[src/rtl/pwm_output_stage.sv]
// PWM output stage: prescaled 255-count period, slew-limited duty updated once per period,
// registered waveform and period-start marker.
module pwm_output_stage #(
    parameter int PRESCALE  = 4,
    parameter int SLEW_STEP = 8
) (
    input  logic       clk,
    input  logic       rst_n,
    input  logic       enable,
    input  logic [7:0] duty_in,
    output logic       pwm_out,
    output logic       period_start,
    output logic [7:0] duty_active
);

    localparam int              PW      = (PRESCALE > 1) ? $clog2(PRESCALE) : 1;
    localparam logic [PW-1:0]   PRE_MAX = PW'(PRESCALE - 1);
    localparam int              STEP_C  = (SLEW_STEP > 255) ? 255 : SLEW_STEP;
    localparam logic signed [9:0] STEP  = 10'(STEP_C);
    localparam logic [7:0]      STEP8   = 8'(STEP_C);
    localparam logic [7:0]      CNT_MAX = 8'd254;

    logic [PW-1:0]      pre_q, pre_d;
    logic [7:0]         cnt_q, cnt_d;
    logic [7:0]         duty_q, duty_d, duty_slew;
    logic               pwm_q, pwm_d;
    logic               ps_q, ps_d;
    logic               tick, bnd;
    logic signed [9:0]  diff;

    assign tick = (pre_q == PRE_MAX);
    assign bnd  = enable && tick && (cnt_q == CNT_MAX);

    // Widened so the difference can never wrap; a step is only taken when
    // |diff| > STEP, which keeps the result inside 0..255.
    assign diff = $signed({2'b00, duty_in}) - $signed({2'b00, duty_q});

    always_comb begin
        duty_slew = duty_in;
        if (SLEW_STEP != 0) begin
            if (diff > STEP)
                duty_slew = duty_q + STEP8;
            else if (diff < -STEP)
                duty_slew = duty_q - STEP8;
        end
    end

    always_comb begin
        pre_d  = '0;
        cnt_d  = '0;
        duty_d = '0;
        if (enable) begin
            pre_d  = tick ? '0 : pre_q + PW'(1);
            cnt_d  = cnt_q;
            duty_d = duty_q;
            if (tick)
                cnt_d = (cnt_q == CNT_MAX) ? 8'd0 : cnt_q + 8'd1;
            if (bnd)
                duty_d = duty_slew;
        end
    end

    // Outputs are registered from the pre-edge counter state.
    assign pwm_d = enable && (cnt_q < duty_q);
    assign ps_d  = enable && (cnt_q == 8'd0) && (pre_q == '0);

    always_ff @(posedge clk or negedge rst_n) begin
        if (!rst_n) begin
            pre_q  <= '0;
            cnt_q  <= '0;
            duty_q <= '0;
            pwm_q  <= 1'b0;
            ps_q   <= 1'b0;
        end else begin
            pre_q  <= pre_d;
            cnt_q  <= cnt_d;
            duty_q <= duty_d;
            pwm_q  <= pwm_d;
            ps_q   <= ps_d;
        end
    end

    assign pwm_out      = pwm_q;
    assign period_start = ps_q;
    assign duty_active  = duty_q;

endmodule

[config.mk]
export PLATFORM = sky130hd
export DESIGN_NAME = pwm_output_stage
export DESIGN_NICKNAME = d
export VERILOG_FILES = /design/src/rtl/pwm_output_stage.sv
export SDC_FILE = /design/constraint.sdc
export NUM_CORES = 1
export LEC_CHECK = 0
export CORE_ASPECT_RATIO = 2
export CORE_MARGIN = 4
export CORE_UTILIZATION = 53
export CTS_CLUSTER_SIZE = 30
export DETAILED_ROUTE_END_ITERATION = 6
export PLACE_DENSITY = 0.76
export RECOVER_POWER = 25
export SLEW_MARGIN = 20
export SYNTH_ARGS = -nofsm -noshare
export SYNTH_HDL_FRONTEND = slang
export SYNTH_SLANG_ARGS = --single-unit
[constraint.sdc]
create_clock -name clk -period 4 [get_ports clk]
set_input_delay 0.8 -clock clk [delete_from_list [all_inputs] [get_ports clk]]
set_output_delay 0.8 -clock clk [all_outputs]
set_load 0.05 [all_outputs]
## After elaboration in Yosys (flattened, before gate mapping)

Cells that the tools add are included.

- Output and inout port bits: 10
- Bits in registers: 20
- Word-level logic and storage cells: 33
- Bits of input ports: 11

- Reduce and logical (&&, ||, !) cells: 7
- Order comparisons: 3
- $add $sub $neg: 5
- Multiplexer cells: 9
- Eq/ne operators: 4

Operators with widths:

| kind | count |
|---|---|
| $mux W8 | 7 |
| $gt A9 B5 Y1 const B | 1 |
| $lt A9 B4 Y1 const B | 1 |
| $sub A8 B8 Y9 | 1 |
| $add A8 B1 Y8 const B | 1 |
| $add A8 B4 Y8 const B | 1 |
| $eq A8 B8 Y1 const B | 1 |
| $logic_not A8 Y1 | 1 |
| $lt A8 B8 Y1 | 1 |
| $sub A8 B4 Y8 const B | 1 |
| $logic_and A1 B1 Y1 | 5 |
| $mux W2 | 2 |
| $ne A2 B1 Y1 const B | 2 |
| $add A2 B1 Y2 const B | 1 |
| $eq A2 B2 Y1 const B | 1 |
| $logic_not A2 Y1 | 1 |

## Depth between registers and ports, before layout

- Word-level depth: 6
- Gate-level depth with buffers: 11
- Mapped depth without buffers: 11

## Worst setup path after synthesis

No wires, ideal clock.

- Path kind: input to register
- From: input duty_in[0]
- To: register duty_q[4], in the netlist duty_active[4]
- Setup time: 169 ps
- Setup slack: 892 ps
- Data required time: 3,831 ps
- Cell stages on the path: 11
- Arrival: 2,938 ps
- Path through: inv_1 -> ha_1 -> fa_1 -> nand2b_1 -> a21oi_1 -> o31ai_1 -> a221o_1 -> o21bai_4 -> or2b_1 -> a32oi_1 -> a21oi_1

- Longest elaborated chain between the ends: 6
- Elaborated cells between the ends (all ways): 7
- Classes of those cells: add/sub: 1; order compare: 2; mux: 4

Ends and longest elaborated chain:

| element | line | source |
|---|---|---|
| from (decl) | 10 | `input logic [7:0] duty_in,` |
| $sub A8 B8 Y9 * | 36 | `assign diff = $signed({2'b00, duty_in}) - $signed({2'b00, duty_q});` |
| $lt A9 B4 Y1 | 43 | `else if (diff < -STEP)` |
| $mux W8 | 43 |  |
| $mux W8 * | 41 | `if (diff > STEP)` |
| $mux W8 * | 58 | `if (bnd)` |
| $mux W8 * | 52 | `if (enable) begin` |
| to (signal assigned) | 77 | `duty_q <= duty_d;` |
| to (decl) | 25 | `logic [7:0] duty_q, duty_d, duty_slew;` |

Mark *: on every way between the ends. The rest lies on a longest branch, timed or not. The select of a mux whose other input is x is not followed.
A chain may end at the register's enable or synchronous reset.

## Worst setup path in the final report

- From: input duty_in[2]
- To: register duty_q[3], in the netlist duty_active[3]

Same word-level chain as after synthesis.

==> summary.md <==
| Metric | Value |
|---|---|
| Run status | `finished, final reports clean` |
| Number of synthesized register bits | `20` |
| Psw | `0.138 mW` |
| Fmax achieved | `283 MHz` |
| Endpoints failing hold | `0` |
| Pint | `0.337 mW` |
| # DRC | `0` |
| Share of post-route cells with drive strength above 1 | `4.00%` |
| DRT Pass-1 Iters | `4` |
| Arr. time, crit path | `around 3700 ps` |
| Min Tclk post-route | `3530 ps` |
| VDD IR max | `180 uV` |
| Wire length per cell | `17.0 um` |
| Post-Synthesis Cell Area | `~1700 sq um` |
| R2R Setup Slk | `920 ps` |
| Vias | `around 1600` |
| Initial antenna violation count | `0` |
| Antenna cells | `0` |
| Top cell type by total area after synthesis | `dfrtp_1` |
| Tightest Hold Check Type | `flop to flop` |
| Leakage Power | `between 0.8 and 0.9 nW` |
| Ports | `21` |
| I/O Buffers | `20` |
| Die Wd | `between 40 and 50 um` |
| Syn Area/Cell | `8.63 sq um` |
| Core Footprint | `3160 sq um` |
| Clock Sinks | `20` |
| Initial core utilization | `54.9%` |
| Crit Reg-Reg Startpoint | `duty_active[3]` |
| Multi-input combinational cell area | `1170 sq um` |
| Final Cycle Share | `88.3%` |
| Worst-path clk slew | `80 ps` |
| Clock latency at the later pin of the worst-skew pair | `between 200 and 300 ps` |
| Cts bufs inserted | `3` |
| Yosys cell types | `46` |
| Final core occ | `64.4%` |
| Hold_sp | `pre_q[0]` |
| Pins Over Slew Limit | `0` |
| Num rows | `29` |
| Crit Path Max Fanout | `9` |
| CTS tree | `done` |
| Startpoint types | `primary input` |
| Hold path endpoint | `pre_q[0]` |
| Crit Path Category | `primary input to flop` |
| Cell Pwr Density | `233 nW/um^2` |
| Die Area | `4310 sq um` |
| Net count after synthesis | `235` |
| H-tree Lvls | `1` |
| Share of the synthesized area in the top cell type | `28.9%` |
| Number of synthesized flops with an enable pin | `0` |
| Total gr overflow | `0` |
| Hold depth | `1` |
| Nets | `260` |
| CP Capture Type | `flop` |
| Overall routing resource usage | `21.4%` |
| Global-route wire length before repair | `approximately 7300 um` |
| End of the worst register-to-register path | `duty_active[3]` |
| Die Ht | `between 80 and 90 um` |
| Least-Margin Pin Slew | `944 ps` |
| Power, Total | `between 0.4 and 0.5 mW` |
| Ys flop type | `dfrtp_1` |
| Post-CTS Setup Bufs | `0` |
| Most frequent cell after synthesis | `ha_1` |
| Logic gate share of total power | `21.8%` |
| FFs w/ async S/R, synth | `100%` |
| Post-synthesis cell count | `201` |
| Register area share after synthesis | `28.9%` |
| Via-per-instance ratio | `6.41` |
| Slew headroom | `36.9%` |
| Setup violations, final | `0` |
| Antenna violation net count after detailed routing | `0` |
| Synth top cells by count | `ha_1, dfrtp_1, inv_1, o21ai_0, nor2_1` |
| Hold Buf Count CTS | `0` |
| Post-cts resize count | `0` |
| Initial DRC count | `38` |
| Max cap viols | `0` |
| YS warnings | `0` |
| CTS Buffer Depth | `2` |
| Final TNS setup | `0 ps` |
| Data required, critical path | `4170 ps` |
| Root Driver | `clkbuf_8` |
| Drt total wl | `4360 um` |
| Switching Share | `29.0%` |
| GP Congestion | `0.834` |
| Flop pwr share | `44.4%` |
| Worst-case reg-to-reg path depth | `10` |
| Register Area | `about 500 sq um` |
| Syn-to-layout area delta | `17.2%` |
| Fillers | `283` |
| Post-DP HPWL | `3550 um` |
| Number of global-route vias before repair | `1641` |
| Clock Skew | `9.88 ps` |
| Clock share of power | `33.8%` |
| Setup repair after global routing missed its margin | `false` |
| Area contributors post-synth | `dfrtp_1, ha_1, o21ai_0, inv_1, a21o_1` |
| Largest net degree at the start of global routing | `21` |
[cell usage in the layout, fill, tap and decap left out, types with 2 or more instances in the layout]
master,synthesis,routed
ha_1,22,22
dfrtp_1,20,20
clkdlybuf4s50_1,0,18
inv_1,17,17
o21ai_0,17,17
nor2_1,14,14
nand2_1,13,13
nand3_1,11,11
a21oi_1,9,9
a21o_1,8,8
nand2b_1,7,7
nor2b_1,5,5
a31oi_1,5,5
nand4_1,4,4
clkbuf_8,0,4
xnor2_1,3,3
xor2_1,3,3
o22ai_1,3,3
nor4_1,2,2
nor3_1,2,2
and2_1,2,2
a211oi_1,2,2
a2111o_1,2,2
nor3b_1,2,2
o221ai_1,2,2
o32a_1,2,2
o211ai_1,2,2
a22o_1,2,2
dlygate4sd3_1,0,2
[cell type report]
type / count / share of cell area (%)
multi-input combinational: 163 / 57.4
sequential: 20 / 24.6
timing repair buffer: 21 / 10.2
inverter: 17 / 3.14
clock buffer: 4 / 2.71
tap: 31 / 1.91
[power groups by stage]
stage | clock network, mW | logic, mW | registers (mW)
finish | 0.161 | 0.103 | 0.210
detailed placement | 0 | 0.104 | 0.214
global route | 0.174 | 0.114 | 0.211
floorplan | 0 | 0.0633 | 0.218
CTS | 0.163 | 0.104 | 0.210
global placement | 0 | 0.100 | 0.214
[state kept, by name (all words and copies together) (netlist names)]
signal	flops
pre_q	2
duty_active	8
period_start	1
cnt_q	8
pwm_out	1
[routing by layer]
layer  wire length [um]  share of wire [%]  global-route usage, %
met1               1590                 36                   21.0
met2               2560                 59                   43.5
met3                110                2.5                   2.17
met4                108                2.5                   9.07
met5                  0                  0                      0
[worst max-delay path by stage]
stage / from / end
2_1_floorplan: duty_in[0] / duty_active[4]
3_3_place_gp: duty_in[0] / duty_active[3]
3_5_place_dp: duty_in[2] / duty_active[3]
4_1_cts: duty_in[2] / duty_active[3]
5_1_grt: duty_in[0] / duty_active[2]
6_report: duty_in[2] / duty_active[3]
[critical path: stages]
cell and delay [ps]:
clkdlybuf4s50_1 430, ha_1 370, o21ai_0 240, a21oi_1 80
o311ai_0 550, nand3_1 220, o21ai_2 430, nand2_4 90
mux2_4 310, a22o_1 170
[per-stage QoR]
step	area [sq um]	instances	worst slack [ps]	hold WS [ps]
3_5_place_dp	1980	252	195	458
4_1_cts	2030	256	472	467
5_1_grt	2030	256	248	498
6_report	2030	256	469	465
3_3_place_gp	1980	252	280	447
2_1_floorplan	1730	201	892	432
[cells by family after synthesis]
group / share of synthesized area [%]
XOR/XNOR: 3.03
AND/OR/NAND/NOR: 20.3
multiplexers: 1.44
flip-flops: 28.9
buffers and inverters: 3.90
adder cells (fa/ha/maj): 17.0
AO/OA/AOI/OAI: 25.4
No activity file was read; power rests on OpenSTA's default activity.
